<file path="src/rtl/wb_arbiter2.sv">
// -----------------------------------------------------------------------------
// wb_arbiter2
//
// Purpose:
//   Two-master, one-slave Wishbone classic-cycle arbiter. It shares one slave
//   port between m0 (MIPS memory side) and m1 (debug/DMA loader).
//   - The grant is registered and held for the whole cyc burst.
//   - When both masters request, round-robin picks the winner.
//   - A per-transfer watchdog ends any stalled strobe with an error, so a
//     missing ack can never hang the master.
//
// Parameters:
//   AW      - address width
//   DW      - data width (sel width is DW/8)
//   TIMEOUT - stalled-strobe cycles before a forced error; 0 disables it
//
// Ports:
//   clk_i, rst_i                    - clock, synchronous active-high reset
//   mN_adr_i/dat_i/we_i/sel_i       - master N request payload
//   mN_cyc_i/stb_i                  - master N cycle / strobe
//   mN_dat_o/ack_o/err_o            - master N response
//   s_adr_o/dat_o/we_o/sel_o        - slave request payload (owner's)
//   s_cyc_o/stb_o                   - slave cycle / strobe (owner's)
//   s_dat_i/ack_i/err_i             - slave response
//   grant_o                         - one-hot owner (bit0 m0, bit1 m1)
//   timeout_o                       - one-cycle pulse when the watchdog fires
// -----------------------------------------------------------------------------
module wb_arbiter2 #(
    parameter int AW      = 32,
    parameter int DW      = 32,
    parameter int TIMEOUT = 255
) (
    input  logic            clk_i,
    input  logic            rst_i,
    // master 0
    input  logic [AW-1:0]   m0_adr_i,
    input  logic [DW-1:0]   m0_dat_i,
    input  logic            m0_we_i,
    input  logic [DW/8-1:0] m0_sel_i,
    input  logic            m0_cyc_i,
    input  logic            m0_stb_i,
    output logic [DW-1:0]   m0_dat_o,
    output logic            m0_ack_o,
    output logic            m0_err_o,
    // master 1
    input  logic [AW-1:0]   m1_adr_i,
    input  logic [DW-1:0]   m1_dat_i,
    input  logic            m1_we_i,
    input  logic [DW/8-1:0] m1_sel_i,
    input  logic            m1_cyc_i,
    input  logic            m1_stb_i,
    output logic [DW-1:0]   m1_dat_o,
    output logic            m1_ack_o,
    output logic            m1_err_o,
    // slave
    output logic [AW-1:0]   s_adr_o,
    output logic [DW-1:0]   s_dat_o,
    output logic            s_we_o,
    output logic [DW/8-1:0] s_sel_o,
    output logic            s_cyc_o,
    output logic            s_stb_o,
    input  logic [DW-1:0]   s_dat_i,
    input  logic            s_ack_i,
    input  logic            s_err_i,
    // status
    output logic [1:0]      grant_o,
    output logic            timeout_o
);

    typedef enum logic [1:0] {
        IDLE = 2'd0,
        GNT0 = 2'd1,
        GNT1 = 2'd2
    } state_t;

    // Keep the counter at least one bit wide so TIMEOUT=0 still elaborates.
    localparam int CW = (TIMEOUT > 0) ? $clog2(TIMEOUT + 1) : 1;
    localparam logic [CW-1:0] WD_LAST = CW'((TIMEOUT > 0) ? TIMEOUT - 1 : 0);

    state_t        state, state_nxt;
    logic          last, last_nxt;     // most recent owner: 0 = m0, 1 = m1
    logic [CW-1:0] wd_cnt;
    logic          wd_fire;
    logic          wd_clr;
    logic          own_cyc;
    logic          own_stb;

    // ------------------------------------------------------------------
    // State, round-robin memory and watchdog counter
    // ------------------------------------------------------------------
    // NOTE: registers use non-blocking assignments so every flop samples
    // the pre-edge values; blocking here would create order-dependent races.
    always_ff @(posedge clk_i) begin
        if (rst_i) begin
            state  <= IDLE;
            last   <= 1'b1;            // m0 wins the first tie
            wd_cnt <= '0;
        end else begin
            state <= state_nxt;
            last  <= last_nxt;
            if (wd_clr) wd_cnt <= '0;
            else        wd_cnt <= wd_cnt + 1'b1;
        end
    end

    // ------------------------------------------------------------------
    // Next-state: arbitration in IDLE, hand-over when the owner drops cyc
    // ------------------------------------------------------------------
    // NOTE: every combinational output gets a default first so no path
    // leaves it unassigned, which would otherwise infer a latch.
    always_comb begin
        state_nxt = state;
        last_nxt  = last;
        unique case (state)
            IDLE: begin
                if (m0_cyc_i && m1_cyc_i) state_nxt = last ? GNT0 : GNT1;
                else if (m0_cyc_i)        state_nxt = GNT0;
                else if (m1_cyc_i)        state_nxt = GNT1;
            end
            GNT0: begin
                if (!m0_cyc_i) begin
                    last_nxt  = 1'b0;
                    state_nxt = m1_cyc_i ? GNT1 : IDLE;
                end
            end
            GNT1: begin
                if (!m1_cyc_i) begin
                    last_nxt  = 1'b1;
                    state_nxt = m0_cyc_i ? GNT0 : IDLE;
                end
            end
            default: state_nxt = IDLE;
        endcase
    end

    // ------------------------------------------------------------------
    // Slave-side request mux (owner's signals, zeros when idle)
    // ------------------------------------------------------------------
    always_comb begin
        s_adr_o = '0;
        s_dat_o = '0;
        s_we_o  = 1'b0;
        s_sel_o = '0;
        own_cyc = 1'b0;
        own_stb = 1'b0;
        unique case (state)
            GNT0: begin
                s_adr_o = m0_adr_i;
                s_dat_o = m0_dat_i;
                s_we_o  = m0_we_i;
                s_sel_o = m0_sel_i;
                own_cyc = m0_cyc_i;
                own_stb = m0_stb_i;
            end
            GNT1: begin
                s_adr_o = m1_adr_i;
                s_dat_o = m1_dat_i;
                s_we_o  = m1_we_i;
                s_sel_o = m1_sel_i;
                own_cyc = m1_cyc_i;
                own_stb = m1_stb_i;
            end
            default: ;
        endcase
    end

    // A strobe without cyc is ignored; reset kills the request immediately.
    assign s_cyc_o = own_cyc & ~rst_i;
    assign s_stb_o = own_cyc & own_stb & ~rst_i;

    // ------------------------------------------------------------------
    // Watchdog: counts consecutive stalled strobe cycles. An ack or err in
    // the firing cycle masks the fire, so ack wins a tie with the timeout.
    // ------------------------------------------------------------------
    assign wd_fire = (TIMEOUT != 0) && (wd_cnt == WD_LAST) && s_stb_o
                     && !s_ack_i && !s_err_i;
    assign wd_clr  = (state == IDLE) || !s_stb_o || s_ack_i || s_err_i || wd_fire;

    // ------------------------------------------------------------------
    // Master-side responses
    // ------------------------------------------------------------------
    assign m0_dat_o  = s_dat_i;
    assign m1_dat_o  = s_dat_i;
    assign m0_ack_o  = (state == GNT0) && s_ack_i && !rst_i;
    assign m1_ack_o  = (state == GNT1) && s_ack_i && !rst_i;
    assign m0_err_o  = (state == GNT0) && (s_err_i || wd_fire) && !rst_i;
    assign m1_err_o  = (state == GNT1) && (s_err_i || wd_fire) && !rst_i;
    assign timeout_o = wd_fire;
    assign grant_o   = {state == GNT1, state == GNT0};

endmodule

</file>
<file path="config.mk">
export PLATFORM = sky130hd
export DESIGN_NAME = wb_arbiter2
export DESIGN_NICKNAME = d
export VERILOG_FILES = /design/src/rtl/wb_arbiter2.sv
export SDC_FILE = /design/constraint.sdc
export NUM_CORES = 1
export LEC_CHECK = 0
export CAP_MARGIN = 20
export CORE_AREA = 3 3 124 126
export DETAILED_ROUTE_END_ITERATION = 8
export DIE_AREA = 0 0 127 129
export PLACE_DENSITY = 0.54
export SYNTH_ARGS = -nofsm -noshare
export SYNTH_HDL_FRONTEND = slang
export SYNTH_SLANG_ARGS = --single-unit
export TNS_END_PERCENT = 100
</file>
<file path="constraint.sdc">
create_clock -name clk_i -period 2.6 [get_ports clk_i]
set_input_delay 0.26 -clock clk_i [delete_from_list [all_inputs] [get_ports clk_i]]
set_output_delay 0.26 -clock clk_i [all_outputs]
set_load 0.005 [all_outputs]
</file>
Word-level counts from Yosys, hierarchy flattened:

Cells that the tools add are included.
W data, S select, Z words.

* register bits: 11
* latch bits: 0
* bits in writable memories: 0
* memory bits (read-only): 0
* input port bits: 178
* output and inout port bits: 142
* logic and storage cells: 58
* memories kept: 0

* add/subtract/negate cells: 1
* multipliers: 0
* div/mod/pow operators: 0
* order comparisons: 0
* equality and inequality tests: 6
* shift operators: 0
* multiplexer cells: 18
* bitwise gates (word level): 4
* reduce and logical (&&, ||, !) cells: 26

Operators with widths (number)
* $pmux W32 S2: 2
* $mux W2: 7
* $logic_and A1 B1 Y1: 12
* $add A8 B1 Y8 const B: 1
* $eq A8 B8 Y1 const B: 1
* $pmux W1 S2: 4
* $pmux W4 S2: 1
* $pmux W2 S3: 1
* $reduce_and A3 Y1: 2
* $logic_or A1 B1 Y1: 5
* $logic_not A1 Y1: 4
* $ne A2 B2 Y1 const B: 2
* $ne A4 B4 Y1 const B: 1
* $and A1 B1 Y1: 3
* $mux W1: 3
* $eq A2 B1 Y1 const B: 1
* $eq A2 B2 Y1 const B: 1
* $logic_not A2 Y1: 1
* $reduce_bool A2 Y1: 1
* $reduce_or A2 Y1: 1
* $not A1 Y1: 1

Logic depth before layout (Yosys ltp):

* depth in word-level cells: 10
* mapped depth: 7
* mapped depth without buffers: 6

Least setup slack after synthesis:

OpenSTA, ideal clock, no wires.

* kind: register to output
* start: reg state[0]
* end: out m0_err_o
* arrival: 1.403 ns
* required time: 2.340 ns
* path slack: 0.937 ns
* stages on the path, launching flop included: 6
* path buffers: 0
* cell sequence: dfxtp_1 -> inv_1 -> ha_1 -> nor4b_4 -> a21oi_1 -> nor3b_1

* longest elaborated chain between the ends: 10
* elaborated cells between the ends (all ways): 12
* those cells by class: eq/ne (2); mux (2); bitwise (2); reduce/logical (6)

Ends and longest elaborated chain
* from (decl): line 80 `state_t state, state_nxt;`
* from (signal assigned): line 99 `state <= state_nxt;`
* $eq A2 B2 Y1 or $eq A2 B1 Y1 (tied branches): line 146 `unique case (state)`
* $pmux W1 S2: line 146
* $and A1 B1 Y1 (*) (2 in series): line 169 `assign s_stb_o = own_cyc & own_stb & ~rst_i;`
* via s_stb_o: line 61 `output logic s_stb_o,`
* $logic_and A1 B1 Y1 (*): line 175 `assign wd_fire = (TIMEOUT != 0) && (wd_cnt == WD_LAST) && s_stb_o`
* $logic_and A1 B1 Y1 (*) (2 in series): line 176 `&& !s_ack_i && !s_err_i;`
* $logic_or A1 B1 Y1 (*): line 186 `assign m0_err_o = (state == GNT0) && (s_err_i || wd_fire) && !rst_i;`
* $logic_and A1 B1 Y1 (*) (2 in series): line 186
* to (decl): line 44 `output logic m0_err_o,`

The timed path passes the listed nets; every way through them passes the cells marked *.

Final worst setup path:

* start: reg state[0]
* end: out timeout_o

* longest elaborated chain between the ends: 7
* elaborated cells between the ends (all ways): 9
* those cells by class: eq/ne (2); mux (2); bitwise (2); reduce/logical (3)

Ends and longest elaborated chain
* $eq A2 B2 Y1 or $eq A2 B1 Y1 (tied branches): line 146
* $pmux W1 S2: line 146
* $and A1 B1 Y1 (*) (2 in series): line 169
* $logic_and A1 B1 Y1 (*): line 175
* $logic_and A1 B1 Y1 (*) (2 in series): line 176
* to (decl): line 67 `output logic timeout_o`

Mark *: on every way between the ends. The rest lies on a longest branch, timed or not.

==> flow_metrics.tcl <==
set metrics [dict create \
    vias 2722 \
    finalSetupViolCount 0 \
    dp_slack_ns 0.1137 \
    grt_max_degree 47 \
    cp-endpoint "timeout_o" \
    final_area_sq_mm 0.004295 \
    drive_above_1_share_pct 6.250 \
    h-tree-depth 1 \
    ant_nets 0 \
    die_h_um 129 \
    period_needed_ns 2.463 \
    cpLargestDelayFamily "simple AND/OR/NAND/NOR gates" \
    grt_antenna_before_repair 1 \
    cpMostUsedCell "nor4b_4" \
    crit_chain "inv_2 -> ha_4 -> a22oi_1 -> nor4b_4 -> nor4b_4 -> clkdlybuf4s50_1" \
    pwr-share-comb_pct 70.3 \
    yosys-top-cells-count "a22oi_1, nor2b_1, buf_4" \
    dieArea_sq_mm 0.01638 \
    dr.pass1.iters 4 \
    start_util_pct 15.22 \
    fin_ws_ns 0.1374 \
    syn_area_sq_mm 0.002196 \
    nNetsFinal 633 \
    crit_fanout 4 \
    synth-seq-cells 11 \
    critical_path.endpoint_type "primary output" \
    first_global_vias 2621 \
    clkTransAtPathRegs_ns 0.04 \
    clock_latency_ns 0.24 \
    portBuffers 223 \
    r2r_cells 6 \
    power.share.clock_pct 17.6 \
    skew_ns 0.0004533 \
    async_reset_ff_share_pct 0 \
    hold_viol 0 \
    place_area_sq_mm 0.004145 \
    coreArea_sq_mm 0.01442 \
    avgViaCountPerCell 4.307 \
    netSwitchingFraction_pct 34.02 \
    power_density_mw_per_mm2 367.7 \
    yosysTopAreaCell "a22oi_1" \
    cp-startpoint "state[0]" \
    clock_tree.root_cell "clkbuf_16" \
    synthCells 301 \
    clock-sinks 11 \
    wire_per_inst_um 16.76 \
    ir_worst_vdd_mv 0.2182 \
    cts_tree "built" \
    p_switching_uw 537.3 \
    hold_class "reg -> reg" \
    p_int_uw 1042 \
    path_buf_inv 2 \
    yosysTopAreaCellShare_pct 23.93 \
    rows 44 \
    numCtsBuffers 3 \
    grt_first_pass_wirelength_mm 15.13 \
    crit_required_ns 2.34 \
    ys_warn_count 0 \
    post-route-util_pct 29.78 \
    worstMarginPinSlew_ns 0.3753 \
    place_hpwl_mm 8.739 \
    crit_slowest_cell "clkdlybuf4s50_1" \
    min_period_over_period_pct 94.71 \
    crit_type "reg -> out" \
    leakage_uw 0.001380 \
    max_freq_ghz 0.4061 \
    grt_overflow 0 \
    cap_violations 0 \
    avgSynthCellArea_sq_um 7.295 \
    max_stage_delay_ns 0.53 \
    slew-limit-headroom_pct 74.98 \
    drt_iter0_drc 95 \
    syn_to_final_growth_pct 95.61 \
    synth_edf_count 0 \
    p_total_uw 1579 \
    rsz0062_at_grt "false" \
    num_antenna_cells 0 \
    worst_setup_path_start_kind "flop" \
    cts.path.max_buffers 2 \
    routed_wl_mm 10.59 \
    yosys-top-cells-area "a22oi_1, buf_4, nor2b_1, dfxtp_1, ha_1" \
    slew_violations 0 \
    reg2reg_from "state[0]" \
    drc 0 \
    cp.depth 6 \
    gp_congestion 0.7774 \
    hold_buffers 0 \
    die_w_um 127 \
    tns_ns 0 \
    ioPinCount 320 \
    critPathArrivalTime_ns 2.20 \
    status "complete, no violations" \
    seq_area_frac_synth_pct 10.03 \
    grt_usage_pct 11.49 \
    r2r_end "wd_cnt[7]" \
    syn_nets 485 \
    sequentialPowerShare_pct 12.1 \
    synth_cell_types 32 \
    synth_ff_type "dfxtp_1" \
    r2r_slack_ns 0.84 \
]
-- area by class of cell --
cell class                 instances  area (sq um)
clock buffer                       4         78.83
fill                            1521         10130
tap                              184         230.2
multi-input combinational        198          1440
sequential                        11         222.7
timing repair buffer             232          2312
inverter                           3         11.26
-- repair_timing --
action,4_1_cts,5_1_grt
setup buffers,0,1
gates resized for setup,2,13
setup endpoints to repair,3,6
pin swaps,0,1
-- metal layers --
layer / track usage [%] / vias up / part of all wire (%)
met1: 13.97 / 1211 / 39
met5: 0 / - / 0.15
met2: 18.40 / 208 / 46
met4: 2.145 / 2 / 1.1
li1: - / 1285 / -
met3: 5.936 / 16 / 14
-- flip-flops by register name (all words and copies together) (netlist names) --
name	cells
last	1
wd_cnt	8
state	2
-- worst reg2reg max path: stages (launching register included) --
cell and delay (ns):
dfxtp_2 0.35, inv_2 0.09, ha_4 0.17, a22oi_1 0.14
nor4b_4 0.43, nand3_1 0.33, nor2_1 0.19
-- cells by family (layout without fill, tap and decap cells) --
logic type               after synthesis  after routing  synth area share, %
buffers and inverters                 92            239                26.95
AND/OR/NAND/NOR                      105            105                29.52
adder cells (fa/ha/maj)                6              6                3.419
flip-flops                            11             11                10.03
XOR/XNOR                               6              6                2.394
AO/OA/AOI/OAI                         81             81                27.69
-- power by group through the flow --
stage                     clock network (uW)  logic, uW  registers (uW)
after floorplan                            0        618             187
after global placement                     0       1100             188
after detailed placement                   0       1110             190
after CTS                                288       1120             187
after global routing                     299       1210             193
final                                    278       1110             191
-- per-stage QoR --
step           hold WS, ns  std cells
2_1_floorplan       0.4297        301
3_3_place_gp        0.4448        627
3_5_place_dp        0.4559        627
4_1_cts             0.4666        631
5_1_grt             0.4882        632
6_report            0.4599        632
-- how the worst min path moves through the flow --
stage / from / to / depth (start not counted)
6_report: wd_cnt[0] / wd_cnt[0] / 1
2_1_floorplan: wd_cnt[0] / wd_cnt[0] / 1
3_3_place_gp: wd_cnt[0] / wd_cnt[0] / 1
3_5_place_dp: wd_cnt[0] / wd_cnt[0] / 1
5_1_grt: wd_cnt[0] / wd_cnt[0] / 1
4_1_cts: wd_cnt[0] / wd_cnt[0] / 1
-- placed cells by master, fill, tap and decap left out, types with 3 or more instances in the layout --
master	instances
ha_1	3
xor2_1	3
nand3_1	5
xnor2_1	3
dfxtp_1	9
nor2_1	11
buf_4	7
nor2b_1	70
a22oi_1	70
nand2_1	3
a21oi_1	5
clkbuf_16	3
clkdlybuf4s50_1	221
(Power assumes the default switching activity.)
